==> src/rtl/fft_out_seq.sv <==
// Result unloader: reads a completed FFT frame from RAM in bin order and streams it
// out through a 2-entry buffer, optionally conjugating and 1/N scaling for inverse mode.
module fft_out_seq #(
  parameter int DW        = 16,
  parameter int AW        = 9,
  parameter int LOG2_NMIN = 6
) (
  input  logic          clk_i,
  input  logic          rst_ni,
  input  logic          start_i,
  input  logic [1:0]    np_i,
  input  logic          inv_i,
  input  logic          scale_en_i,
  output logic          rd_en_o,
  output logic [AW-1:0] rd_addr_o,
  input  logic [DW-1:0] rd_re_i,
  input  logic [DW-1:0] rd_im_i,
  output logic          m_valid_o,
  input  logic          m_ready_i,
  output logic [DW-1:0] m_re_o,
  output logic [DW-1:0] m_im_o,
  output logic [AW-1:0] m_idx_o,
  output logic          m_sop_o,
  output logic          m_eop_o,
  output logic          busy_o,
  output logic          done_o
);

  localparam int MW = $clog2(AW + 1);

  typedef enum logic [1:0] {IDLE, RUN, DRAIN} state_t;

  typedef struct packed {
    logic [DW-1:0] re;
    logic [DW-1:0] im;
    logic [AW-1:0] idx;
    logic          sop;
    logic          eop;
  } ent_t;

  state_t        state_q;
  logic [1:0]    np_q;
  logic          inv_q, sc_q, done_q;
  logic [AW-1:0] addr_q, ra_q;
  logic          infl_q;
  ent_t          fifo_q [2];
  logic          wp_q, rp_q;
  logic [1:0]    cnt_q;

  logic [MW-1:0] m_w;
  logic [AW:0]   nm1_w;
  logic [AW-1:0] last_w;
  logic          pop, start_acc, credit, issue;
  ent_t          hd, wr_ent;

  logic signed [DW-1:0] re_s, im_s, im_c, re_x, im_x;

  assign m_w    = MW'(LOG2_NMIN) + MW'(np_q);
  assign nm1_w  = ((AW+1)'(1) << m_w) - (AW+1)'(1);
  assign last_w = nm1_w[AW-1:0];

  assign hd        = fifo_q[rp_q];
  assign m_valid_o = (cnt_q != 2'd0);
  assign pop       = m_valid_o && m_ready_i;
  // A start landing on the done cycle belongs to the frame just closed and is dropped.
  assign start_acc = (state_q == IDLE) && start_i && !done_q;
  // Never let buffered + in-flight samples exceed the two FIFO slots.
  assign credit    = ({1'b0, cnt_q} + {2'b00, infl_q}) < (3'd2 + {2'b00, pop});
  assign issue     = credit && (start_acc || (state_q == RUN));

  assign rd_en_o   = issue;
  assign rd_addr_o = issue ? addr_q : '0;

  assign m_re_o  = m_valid_o ? hd.re  : '0;
  assign m_im_o  = m_valid_o ? hd.im  : '0;
  assign m_idx_o = m_valid_o ? hd.idx : '0;
  assign m_sop_o = m_valid_o && hd.sop;
  assign m_eop_o = m_valid_o && hd.eop;
  assign busy_o  = (state_q != IDLE);
  assign done_o  = done_q;

  always_comb begin
    re_s = $signed(rd_re_i);
    im_s = $signed(rd_im_i);
    im_c = im_s;
    if (inv_q) begin
      if (im_s == {1'b1, {(DW-1){1'b0}}}) im_c = {1'b0, {(DW-1){1'b1}}};
      else                                im_c = -im_s;
    end
    re_x = re_s;
    im_x = im_c;
    if (inv_q && sc_q) begin
      re_x = re_s >>> m_w;
      im_x = im_c >>> m_w;
    end
    wr_ent.re  = re_x;
    wr_ent.im  = im_x;
    wr_ent.idx = ra_q;
    wr_ent.sop = (ra_q == '0);
    wr_ent.eop = (ra_q == last_w);
  end

  always_ff @(posedge clk_i or negedge rst_ni) begin
    if (!rst_ni) begin
      state_q <= IDLE;
      np_q    <= '0;
      inv_q   <= 1'b0;
      sc_q    <= 1'b0;
      done_q  <= 1'b0;
      addr_q  <= '0;
      ra_q    <= '0;
      infl_q  <= 1'b0;
      wp_q    <= 1'b0;
      rp_q    <= 1'b0;
      cnt_q   <= '0;
    end else begin
      done_q <= 1'b0;
      infl_q <= issue;
      if (issue) begin
        ra_q   <= addr_q;
        addr_q <= addr_q + AW'(1);
      end
      if (infl_q) wp_q <= ~wp_q;
      if (pop)    rp_q <= ~rp_q;
      cnt_q <= cnt_q + {1'b0, infl_q} - {1'b0, pop};
      case (state_q)
        IDLE: if (start_acc) begin
          np_q    <= np_i;
          inv_q   <= inv_i;
          sc_q    <= scale_en_i;
          state_q <= RUN;
        end
        RUN: if (issue && (addr_q == last_w)) begin
          addr_q  <= '0;
          state_q <= DRAIN;
        end
        DRAIN: if (pop && hd.eop) begin
          done_q  <= 1'b1;
          state_q <= IDLE;
        end
        default: state_q <= IDLE;
      endcase
    end
  end

  // Storage only; occupancy and pointers above decide what is visible.
  always_ff @(posedge clk_i) begin
    if (infl_q) fifo_q[wp_q] <= wr_ent;
  end

endmodule

==> config.mk <==
export PLATFORM = sky130hd
export DESIGN_NAME = fft_out_seq
export DESIGN_NICKNAME = d
export VERILOG_FILES = /design/src/rtl/fft_out_seq.sv
export SDC_FILE = /design/constraint.sdc
export NUM_CORES = 1
export LEC_CHECK = 0
export CAP_MARGIN = 5
export CORE_MARGIN = 2
export CORE_UTILIZATION = 45
export CTS_BUF_LIST = sky130_fd_sc_hd__clkbuf_16
export DETAILED_ROUTE_END_ITERATION = 10
export PLACE_DENSITY_LB_ADDON = 0.08
export SLEW_MARGIN = 20
export SYNTH_ARGS = -nofsm -noshare
export SYNTH_HDL_FRONTEND = slang
export SYNTH_SLANG_ARGS = --single-unit
==> constraint.sdc <==
create_clock -name clk_i -period 4.2 [get_ports clk_i]
set_input_delay 0.63 -clock clk_i [delete_from_list [all_inputs] [get_ports clk_i]]
set_output_delay 0.63 -clock clk_i [all_outputs]
set_load 0.005 [all_outputs]
* Yosys cells after proc, flatten, opt, wreduce, memory -nomap -nowiden
Memories as Yosys holds them, arrays and structs flattened.
Cells that the tools add are included.
** Cells by class
- Muxes and demuxes :: 19
- Equal/unequal tests :: 8
- Add/sub/neg operators :: 8
- Bitwise operators :: 2
- $lt $le $gt $ge :: 1
- Shift operators :: 3
- Reductions and logical operators :: 17
** Operators with widths (count)
- $mux 16 :: 6
- $mux 9 :: 5
- $sshr 16x4->16 :: 2
- $eq 9x9->1 :: 2
- $eq 16x16->1 const B :: 1
- $neg 16->16 :: 1
- $add 9x1->9 const B :: 1
- $logic_and 1x1->1 :: 9
- $logic_not 9->1 :: 1
- $shl 1x4->9 const A :: 1
- $sub 9x2->9 const B :: 1
- $mux 2 :: 3
- $pmux 2 s3 :: 1
- $add 3x2->4 const A :: 1
- $mux 1 :: 4
- $ne 2x2->1 const B :: 2
- $reduce_bool 2->1 :: 2
- $add 2x1->3 :: 1
- $add 2x1->3 const A :: 1
- $lt 3x3->1 :: 1
- $reduce_and 3->1 :: 1
- $add 2x1->2 :: 1
- $eq 2x1->1 const B :: 1
- $eq 2x2->1 const B :: 1
- other kinds (7) :: 8
** Storage, ports and cells
- Memories kept :: 1
- Input bits :: 40
- Bits in registers :: 30
- Output and inout port bits :: 56
- RAM bits :: 86
** Memory list
- fifo_q :: depth 2, bits a word 43, rd ports 1, clocked after Yosys merged registers in 0, write ports 1, RTL line 46 : ent_t fifo_q [2];

* Depth between registers and ports, before layout
Gate-level depths: netlist of the first run.
- Depth in word-level cells :: 8
- Mapped depth :: 11

* Worst setup path after synthesis of the first run
OpenSTA, ideal clock, no wires.
- Path type :: input to register
- From :: input port rd_im_i[0]
- To :: memory fifo_q[0][20] (netlist bit) (data pin)
- Data arrival time :: 2.613 ns
- Setup time :: 0.278 ns
- Cell stages on the path :: 10
- Path slack :: 1.309 ns
- Buffers on the path :: 3
- Cell sequence :: inv_1 -> ha_1 -> or4b_1 -> buf_2 -> or2_1 -> buf_2 -> or4_4 -> buf_6 -> a21oi_2 -> a21oi_1
** On the way
- Word-level cells in the longest chain between the ends :: 5
- Elaborated cells between the ends (all ways) :: 6
- Those cells by class :: add/sub: 1; eq/ne: 1; shift: 1; mux: 3
** Ends and longest elaborated chain
- start, declared :: RTL line 17 : input logic [DW-1:0] rd_im_i,
- $neg 16->16 / $eq 16x16->1 (equally long branches) :: RTL line 88, 87
- $mux 16 :: RTL line 87 : if (im_s == {1'b1, {(DW-1){1'b0}}}) im_c = {1'b0, {(DW-1){1'b1}}};
- $mux 16 (*) :: RTL line 86 : if (inv_q) begin
- $sshr 16x4->16 :: RTL line 94 : im_x = im_c >>> m_w;
- $mux 16 (*) :: RTL line 92 : if (inv_q && sc_q) begin
- via im_x[9] :: RTL line 56 : logic signed [DW-1:0] re_s, im_s, im_c, re_x, im_x;
- end, declared :: RTL line 46
The timed path passes the listed nets; every way through them passes the cells marked *.

* Final worst setup path of the first run
- From :: input port m_ready_i
- To :: output port rd_addr_o[0]
** On the way
- Word-level cells in the longest chain between the ends :: 5
** Ends and longest elaborated chain
- start, declared :: RTL line 19 : input logic m_ready_i,
- $logic_and 1x1->1 :: RTL line 64 : assign pop = m_valid_o && m_ready_i;
- $add 2x1->3 :: RTL line 68 : assign credit = ({1'b0, cnt_q} + {2'b00, infl_q}) < (3'd2 + {2'b00, pop});
- $lt 3x3->1 :: RTL line 68
- $logic_and 1x1->1 :: RTL line 69 : assign issue = credit && (start_acc || (state_q == RUN));
- $mux 9 :: RTL line 72 : assign rd_addr_o = issue ? addr_q : '0;
- end, declared :: RTL line 15 : output logic [AW-1:0] rd_addr_o,
Every way passes these cells.

==> flow_summary.toml, run 1 <==
[synth]
ys_warn_count = 0
synthCells = 507
yosys-top-cells-area = "edfxtp_1 (43%), dfrtp_1 (13%), mux2i_1 (9.0%)"
async_flop_share_pct = 25.9
yosysTopAreaCellShare_pct = 43.2
synth_area_um2 = 5980
synth_edf_count = 86
synth_top_area_cell = "edfxtp_1"
synth_area_per_cell_um2 = 11.8
ys.flop_type = "edfxtp_1"
ys_seq_area_share_pct = 55.8
yosys.cell_types.count = 55
synthesis.nets = 555
ys_ff_latch = 116

[timing]
worst_slew_pin_slew_ns = 0.976
relSlewSlack_pct = 34.9
post-route-period-util_pct = 79.9
hold_viol_final = 0
slew_viol_final = 0
fmax_mhz = 298
worst_slack_ns = 0.844
fin_crit_ns = 3.36
rsz0062_at_grt = "no"
setup_tns_ns = 0
setup_viol = 0
fin_skew_ns = 0.0147

[global_routing]
grt_overflow = 0
grt_first_pass_wirelength_um = 22000
grt_pass1_vias = 4150
antenna_found_initial = 0
track_usage_pct = 20.2
grt_max_degree = 44

[die]
die_x_um = 119
core_um2 = 13100
dieHeight_um = 119
ios = 96
die_area_um2 = 14200
rows = 42
start_util_pct = 45.7

[clock_network]
cts_resized = 0
clk_pin_slew_ns = 0.06
clk_latency_ns = 0.42
clockRootBuffer = "clkbuf_16"
cts_tree = "built"
clock-sinks = 116
cts.path.max_buffers = 2
htree_levels = 4
postCtsSetupRepairBufs = 0
hold_buffers = 0
numCtsBuffers = 17

[power_and_ir_drop]
internal-power_mw = 3.93
power_mw = 5.72
swShare_pct = 31.3
powerDensity_nw_per_um2 = 737
power_frac_comb_pct = 37.8
leakagePower_nw = 3.04
ir_drop_uv = 507
power_frac_clock_pct = 26.5
pwr-share-seq_pct = 35.7
switchingPower_mw = 1.79

[critical_path]
required_ns = 3.57
arrival_ns = 2.73
reg2reg_depth = 4
worst-r2r-setup-slack_ns = 1.72
critPathKind = "input port to output port"
critPathLaunchType = "input port"
reg2reg_from = "inv_q"
cp-end-kind = "output port"
reg2reg_to = "fifo_q[1][11]"
worstPathMaxFanout = 29

[detailed_routing]
drt-total-wl_um = 13700
drt_iter0_drc = 311
wl_per_cell_um = 17.3
first_pass_iters = 4
drc = 0
ant_nets = 0
avgViaCountPerCell = 5.33
num_vias = 4202

[placed_design]
gp_congestion = 0.902
port_buffers = 95
dp_hpwl_um = 9350
dp_slack_ns = 0.461

[outcome]
outcome = "finished clean"

[min_path]
holdCritPathClass = "flip-flop to flip-flop"
hold_depth = 0
hold_end = "fifo_q[1][2]"
worstHoldStart = "ra_q[0]"

[layout]
n_antenna_cell = 0
multi_input_area_um2 = 2480
n_fill_cell = 1073
seqCellArea_um2 = 3330
fin_nets = 647
syn_to_final_growth_pct = 29.8
layout-drive-gt1-share_pct = 13.7
layout_commonest_cell = "clkdlybuf4s50_1"
final_cell_mix = "clkdlybuf4s50_1 (95), edfxtp_1 (86), nor2_1 (65), mux2i_1 (54), dfrtp_1 (29)"

[run]
maxCapViolations = 0
==> cell usage after synthesis, types with 2 or more instances <==
| library cell | n |
|---|---|
| o31ai_1 | 4 |
| xor2_1 | 16 |
| edfxtp_1 | 86 |
| nand2_1 | 25 |
| xnor2_1 | 6 |
| buf_1 | 6 |
| or2_2 | 3 |
| clkbuf_1 | 25 |
| mux2i_1 | 54 |
| nand3b_1 | 2 |
| dfrtp_1 | 30 |
| nand4_1 | 5 |
| and2_1 | 11 |
| o21ai_1 | 4 |
| nor2b_1 | 9 |
| buf_2 | 3 |
| inv_1 | 10 |
| o41ai_1 | 6 |
| o21bai_1 | 2 |
| nor4_1 | 4 |
| nand3_1 | 11 |
| or4_1 | 6 |
| and3_1 | 5 |
| ha_1 | 8 |
| o21a_1 | 2 |
| or3_1 | 2 |
| mux4_2 | 4 |
| a31oi_1 | 3 |
| o21ai_0 | 15 |
| nor3_1 | 8 |
| o31a_1 | 2 |
| a21o_1 | 8 |
| mux2_2 | 20 |
| a21oi_1 | 12 |
| a22oi_1 | 5 |
| nor2_1 | 66 |
==> power groups by stage <==
| stage | clock [mW] | sequential (mW) | combinational (mW) |
|---|---|---|---|
| 3_3_place_gp | 0 | 2.05 | 2.17 |
| 2_1_floorplan | 0 | 1.92 | 1.23 |
| 4_1_cts | 1.54 | 2.05 | 2.20 |
| 3_5_place_dp | 0 | 2.07 | 2.18 |
| 6_report | 1.51 | 2.04 | 2.16 |
| 5_1_grt | 1.59 | 2.10 | 2.37 |
==> critical path, stage by stage <==
cell,delay (ns)
clkdlybuf4s50_1,0.49
o21ai_0,0.20
o21a_1,0.24
nor3_2,0.14
buf_4,0.32
ha_1,0.21
clkdlybuf4s50_1,0.49
==> flip-flops by register name, summed over array words and instances (netlist names), 2 cells and up <==
signal   flops
np_q         2
addr_q       9
cnt_q        2
ra_q         9
fifo_q      86
state_q      2
==> cells by family after synthesis <==
family	synth area share, %
and+or+nand+nor	13.6
buffers and inverters	3.02
muxes	14.3
AOI/OAI and AO/OA	8.35
adders and majority gates	1.68
DFF	55.8
xor gates and xnor gates	3.22
==> layout make-up <==
| type | count | share of cell area, % |
|---|---|---|
| Tap cell | 176 | 2.84 |
| Clock inverter | 15 | 2.65 |
| Clock buffer | 17 | 5.48 |
| Timing Repair Buffer | 108 | 13.5 |
| Sequential cell | 116 | 43.0 |
| Multi-Input combinational cell | 346 | 32.0 |
| Inverter | 10 | 0.484 |
==> layer usage <==
layer	wire [um]	up-vias	share of wire (%)	global-route usage, %
li1	-	2054	-	-
met1	6460	2001	47	28.7
met2	6240	133	46	30.6
met3	819	14	6.0	4.84
met4	149	0	1.1	6.85
met5	0	-	0	0
==> worst max-delay path by stage <==
stage               startpoint             to  slack, ns  depth (start not counted)
floorplan           rd_im_i[0]  fifo_q[0][20]       1.31                         10
global placement    rd_im_i[2]  fifo_q[1][17]       0.51                          7
detailed placement  rd_im_i[2]  fifo_q[1][17]       0.46                          7
CTS                  m_ready_i   rd_addr_o[0]       0.84                          7
global route        rd_im_i[0]  fifo_q[0][18]       0.70                          9
finish               m_ready_i   rd_addr_o[0]       0.84                          7
==> through the flow <==
step | utilization, % | cells | hold slack, ns | cell area, um2
3_5_place_dp | 54.4 | 756 | 0.495 | 7120
2_1_floorplan | - | 507 | 0.334 | 5980
4_1_cts | 59.3 | 788 | 0.523 | 7750
5_1_grt | 59.3 | 788 | 0.537 | 7760
6_report | 59.3 | 788 | 0.521 | 7760
3_3_place_gp | 54.4 | 756 | 0.497 | 7120
No activity file was read; power rests on OpenSTA's default activity.
==> inputs of run 2 (changes only) <==
Clock period 4.2 ns to 3.5 ns, I/O delays scaled along.
==> flow_summary.toml, run 2 (same netlist as run 1, synthesis figures left out) <==
[detailed_routing]
avgViaCountPerCell = 5.35
drc = 0
drt_iter0_drc = 307
ant_nets = 0
first_pass_iters = 4
num_vias = 4290
wl_per_cell_um = 17.1
drt-total-wl_um = 13800

[power_and_ir_drop]
power_frac_clock_pct = 24.6
switchingPower_mw = 2.18
internal-power_mw = 4.62
powerDensity_nw_per_um2 = 870
pwr-share-seq_pct = 35.6
ir_drop_uv = 495
power_frac_comb_pct = 39.8
swShare_pct = 32.1
leakagePower_nw = 3.08

[clock_network]
numCtsBuffers = 17
postCtsSetupRepairBufs = 0
clockRootBuffer = "clkbuf_16"
cts_tree = "built"
hold_buffers = 0
cts_resized = 0
clk_pin_slew_ns = 0.06
htree_levels = 4
clk_latency_ns = 0.41
cts.path.max_buffers = 2
clock-sinks = 116

[critical_path]
slowest_delay_ns = 0.67
cp-end-kind = "flip-flop"
arrival_ns = 3.32
worstPathMaxFanout = 7
crit_path_top_delay_cell = "or4_1"
worstSetupStartpoint = "rd_im_i[2]"
reg2reg_from = "np_q[1]"
required_ns = 3.70
critPathKind = "input port to flip-flop"
path_cells = "clkdlybuf4s50_1 -> or4_1 -> or4_1 -> o21ai_1 -> mux2i_1 -> o32ai_1 -> a31oi_1"
critPathLaunchType = "input port"
cp_common_cell = "or4_1"

[global_routing]
grt_first_pass_wirelength_um = 22100
grt_overflow = 0
antenna_found_initial = 0
grt_max_degree = 45
grt_pass1_vias = 4199
track_usage_pct = 20.4

[outcome]
outcome = "finished clean"

[run]
maxCapViolations = 0

[layout]
syn_to_final_growth_pct = 30.8
largest_registers = "fifo_q x86, addr_q x9, ra_q x9"
top_register = "fifo_q"
largest_reg_flops = 86
fin_util_pct = 59.7
final_cell_mix = "clkdlybuf4s50_1 (94), edfxtp_1 (86), nor2_1 (65), mux2i_1 (54), dfrtp_1 (29)"
n_antenna_cell = 0
layout-drive-gt1-share_pct = 15.7
layout_commonest_cell = "clkdlybuf4s50_1"
fin_nets = 661

[timing]
fin_skew_ns = 0.00711
setup_tns_ns = 0
setup_viol = 0
fin_crit_ns = 3.11
rsz0062_at_grt = "no"
hold_viol_final = 0
fmax_mhz = 321
worst_slew_pin_slew_ns = 0.744
relSlewSlack_pct = 50.3
slew_viol_final = 0
post-route-period-util_pct = 89.0

[placed_design]
dp_hpwl_um = 9340
port_buffers = 95
gp_congestion = 0.855

[die]
dieHeight_um = 119
die_x_um = 119
rows = 42
core_um2 = 13100
die_area_um2 = 14200
start_util_pct = 45.7
ios = 96

[min_path]
holdCritPathClass = "input port to asynchronous set/reset pin"
-- run 2: cell count changes in the layout (fill, tap and decap cells not counted) --
cell and change:
clkdlybuf4s50_1 -1, clkinv_2 +1, clkinv_4 -2, inv_6 +2
buf_2 +1, clkinv_1 +2, bufinv_16 -2, buf_4 +13
buf_12 +1, inv_1 -1
-- run 2: area by class of cell --
| class | instances | area [um2] |
|---|---|---|
| clock buffers | 17 | 425 |
| clock inverters | 15 | 154 |
| fillers | 1105 | 5270 |
| inverters | 10 | 37.5 |
| multi-input cells | 346 | 2480 |
| flip-flops and latches | 116 | 3330 |
| well taps | 176 | 220 |
| repair buffers | 122 | 1160 |
-- run 2: worst max-delay path, delay by kind of cell --
| kind | cells | cell delay (ns) |
|---|---|---|
| compound gates | 3 | 0.62 |
| buf+inv | 1 | 0.52 |
| mux | 1 | 0.50 |
| simple gates | 2 | 1.15 |
-- run 2: layer usage --
layer  part of all wire [%]  global-route usage, %
met5                      0                      0
met1                     47                   28.1
met3                    6.2                   5.94
met2                     45                   30.6
met4                    1.6                   7.51
-- run 2: path summary, 6_finish.rpt --
kind | to | slack [ns] | cells after the start
max in group asynchronous | ra_q[2] | 2.95 | 2
max | fifo_q[0][18] | 0.39 | 7
max reg2reg | addr_q[4] | 1.00 | 7
min in group clk_i | done_o | 0.52 | 1
min reg2reg | done_o | 0.52 | 1
min | addr_q[0] | 0.07 | 1
-- run 2: through the flow --
step,hold WS [ns],std cells,cell area (um2),total power [mW],worst slack (ns)
after CTS,0.515,802,7820,6.88,0.377
final,0.0737,802,7820,6.80,0.386
after detailed placement,0.488,770,7240,5.19,0.0437
after global routing,0.0904,802,7820,7.23,0.221
after global placement,0.503,770,7240,5.14,0.0285
after floorplan,0.229,507,5980,3.77,0.703
-- run 2: power by group through the flow --
stage	Clock, mW	Combinational, mW	Sequential (mW)
after floorplan	0	1.47	2.30
after detailed placement	0	2.74	2.45
after CTS	1.70	2.76	2.43
after global placement	0	2.71	2.43
final	1.67	2.71	2.42
after global routing	1.76	2.98	2.49
==> inputs of run 3 (changes only) <==
Settings changed: SLEW_MARGIN 20 to 25.
==> flow_summary.toml, run 3 (same netlist as run 1, synthesis figures left out) <==
[timing]
worst_slew_pin_slew_ns = 0.745
setup_viol = 0
fin_crit_ns = 3.09
fmax_mhz = 323
relSlewSlack_pct = 50.2
slew_viol_final = 0
post-route-period-util_pct = 88.3
hold_viol_final = 0
hold_slack_ns = 0.0731
setup_tns_ns = 0
worst_slack_ns = 0.408
rsz0062_at_grt = "no"
fin_skew_ns = 0.00786

[power_and_ir_drop]
powerDensity_nw_per_um2 = 862
power_mw = 6.72
ir_drop_uv = 463
leakagePower_nw = 3.07

[layout]
syn_to_final_growth_pct = 30.5
largest_registers = "fifo_q x86, addr_q x9, ra_q x9"
n_antenna_cell = 0
largest_reg_flops = 86
design_area_um2 = 7800
layout-drive-gt1-share_pct = 15.8
final_cell_mix = "clkdlybuf4s50_1 (94), edfxtp_1 (86), nor2_1 (65), mux2i_1 (54), dfrtp_1 (29)"
top_register = "fifo_q"
fin_nets = 661
layout_commonest_cell = "clkdlybuf4s50_1"

[global_routing]
grt_overflow = 0
track_usage_pct = 20.6
grt_max_degree = 45
antenna_found_initial = 0
grt_first_pass_wirelength_um = 22200
grt_pass1_vias = 4149

[clock_network]
numCtsBuffers = 17
cts.path.max_buffers = 2
clock-sinks = 116
cts_resized = 0
clk_pin_slew_ns = 0.06
clk_latency_ns = 0.41
hold_buffers = 0
postCtsSetupRepairBufs = 0
clockRootBuffer = "clkbuf_16"
htree_levels = 4
cts_tree = "built"

[detailed_routing]
wl_per_cell_um = 17.0
first_pass_iters = 4
num_vias = 4270
drt-total-wl_um = 13600
avgViaCountPerCell = 5.32
drt_iter0_drc = 300
drc = 0
ant_nets = 0

[critical_path]
critPathKind = "flip-flop to output port"
cp-end-kind = "output port"
reg2reg_depth = 7
worstPathMaxFanout = 29
reg2reg_to = "addr_q[5]"
arrival_ns = 2.57
worstSetupStartpoint = "infl_q"
worst-r2r-setup-slack_ns = 0.99
required_ns = 2.97
reg2reg_from = "np_q[1]"
critPathLaunchType = "flip-flop"

[placed_design]
port_buffers = 95
gp_congestion = 0.855
dp_hpwl_um = 9360
dp_slack_ns = 0.0621
place_area_um2 = 7240

[die]
die_x_um = 119
rows = 42
ios = 96
start_util_pct = 45.7
die_area_um2 = 14200
dieHeight_um = 119
core_um2 = 13100

[outcome]
outcome = "finished clean"

[min_path]
holdCritPathClass = "input port to asynchronous set/reset pin"

[run]
maxCapViolations = 0
==> run 3: cell count changes in the layout (fill, tap and decap cells not counted) <==
cell        previous run  this run
bufinv_16              2         1
clkinv_1               2         1
clkinv_2               2         3
clkinv_4               3         4
clkinvlp_4             2         3
inv_6                  4         3
==> run 3: power by group <==
group	leakage, nW	switching (mW)	internal, mW
Clock	0.267	0.624	0.976
Combinational	1.62	1.24	1.47
Sequential	1.18	0.310	2.11
==> run 3: worst max path at each step <==
stage          cells past startpoint             to  slack (ns)
2_1_floorplan                      1   fifo_q[0][0]        0.70
4_1_cts                            7   rd_addr_o[1]        0.37
3_3_place_gp                       9  fifo_q[1][15]        0.03
3_5_place_dp                       7  fifo_q[0][18]        0.06
5_1_grt                            7   rd_addr_o[1]        0.22
6_report                           7   rd_addr_o[0]        0.41
==> run 3: area by class of cell <==
class | count | area, um2
clock inverters | 15 | 133
fillers | 1110 | 5290
well taps | 176 | 220
clock buffers | 17 | 425
repair buffers | 122 | 1160
inverters | 10 | 37.5
flip-flops and latches | 116 | 3330
multi-input cells | 346 | 2480
==> run 3: critical path: stages, from the launching register on <==
cell and delay (ns):
dfrtp_1 0.44, ha_1 0.24, ha_1 0.28, o21a_1 0.11
nor3_2 0.22, buf_12 0.20, ha_1 0.16, clkdlybuf4s50_1 0.49
==> run 3: routing by layer <==
| metal | wire length, um | vias to the layer above | global-route usage [%] |
|---|---|---|---|
| li1 | - | 2080 | - |
| met1 | 6510 | 2052 | 28.9 |
| met2 | 6090 | 120 | 30.1 |
| met3 | 786 | 18 | 6.51 |
| met4 | 220 | 0 | 7.37 |
| met5 | 0 | - | 0 |
==> run 3: through the flow <==
stage	util, %	std cells
finish	59.6	802
global route	59.6	802
CTS	59.6	802
detailed placement	55.4	770
global placement	55.3	770
floorplan	-	507
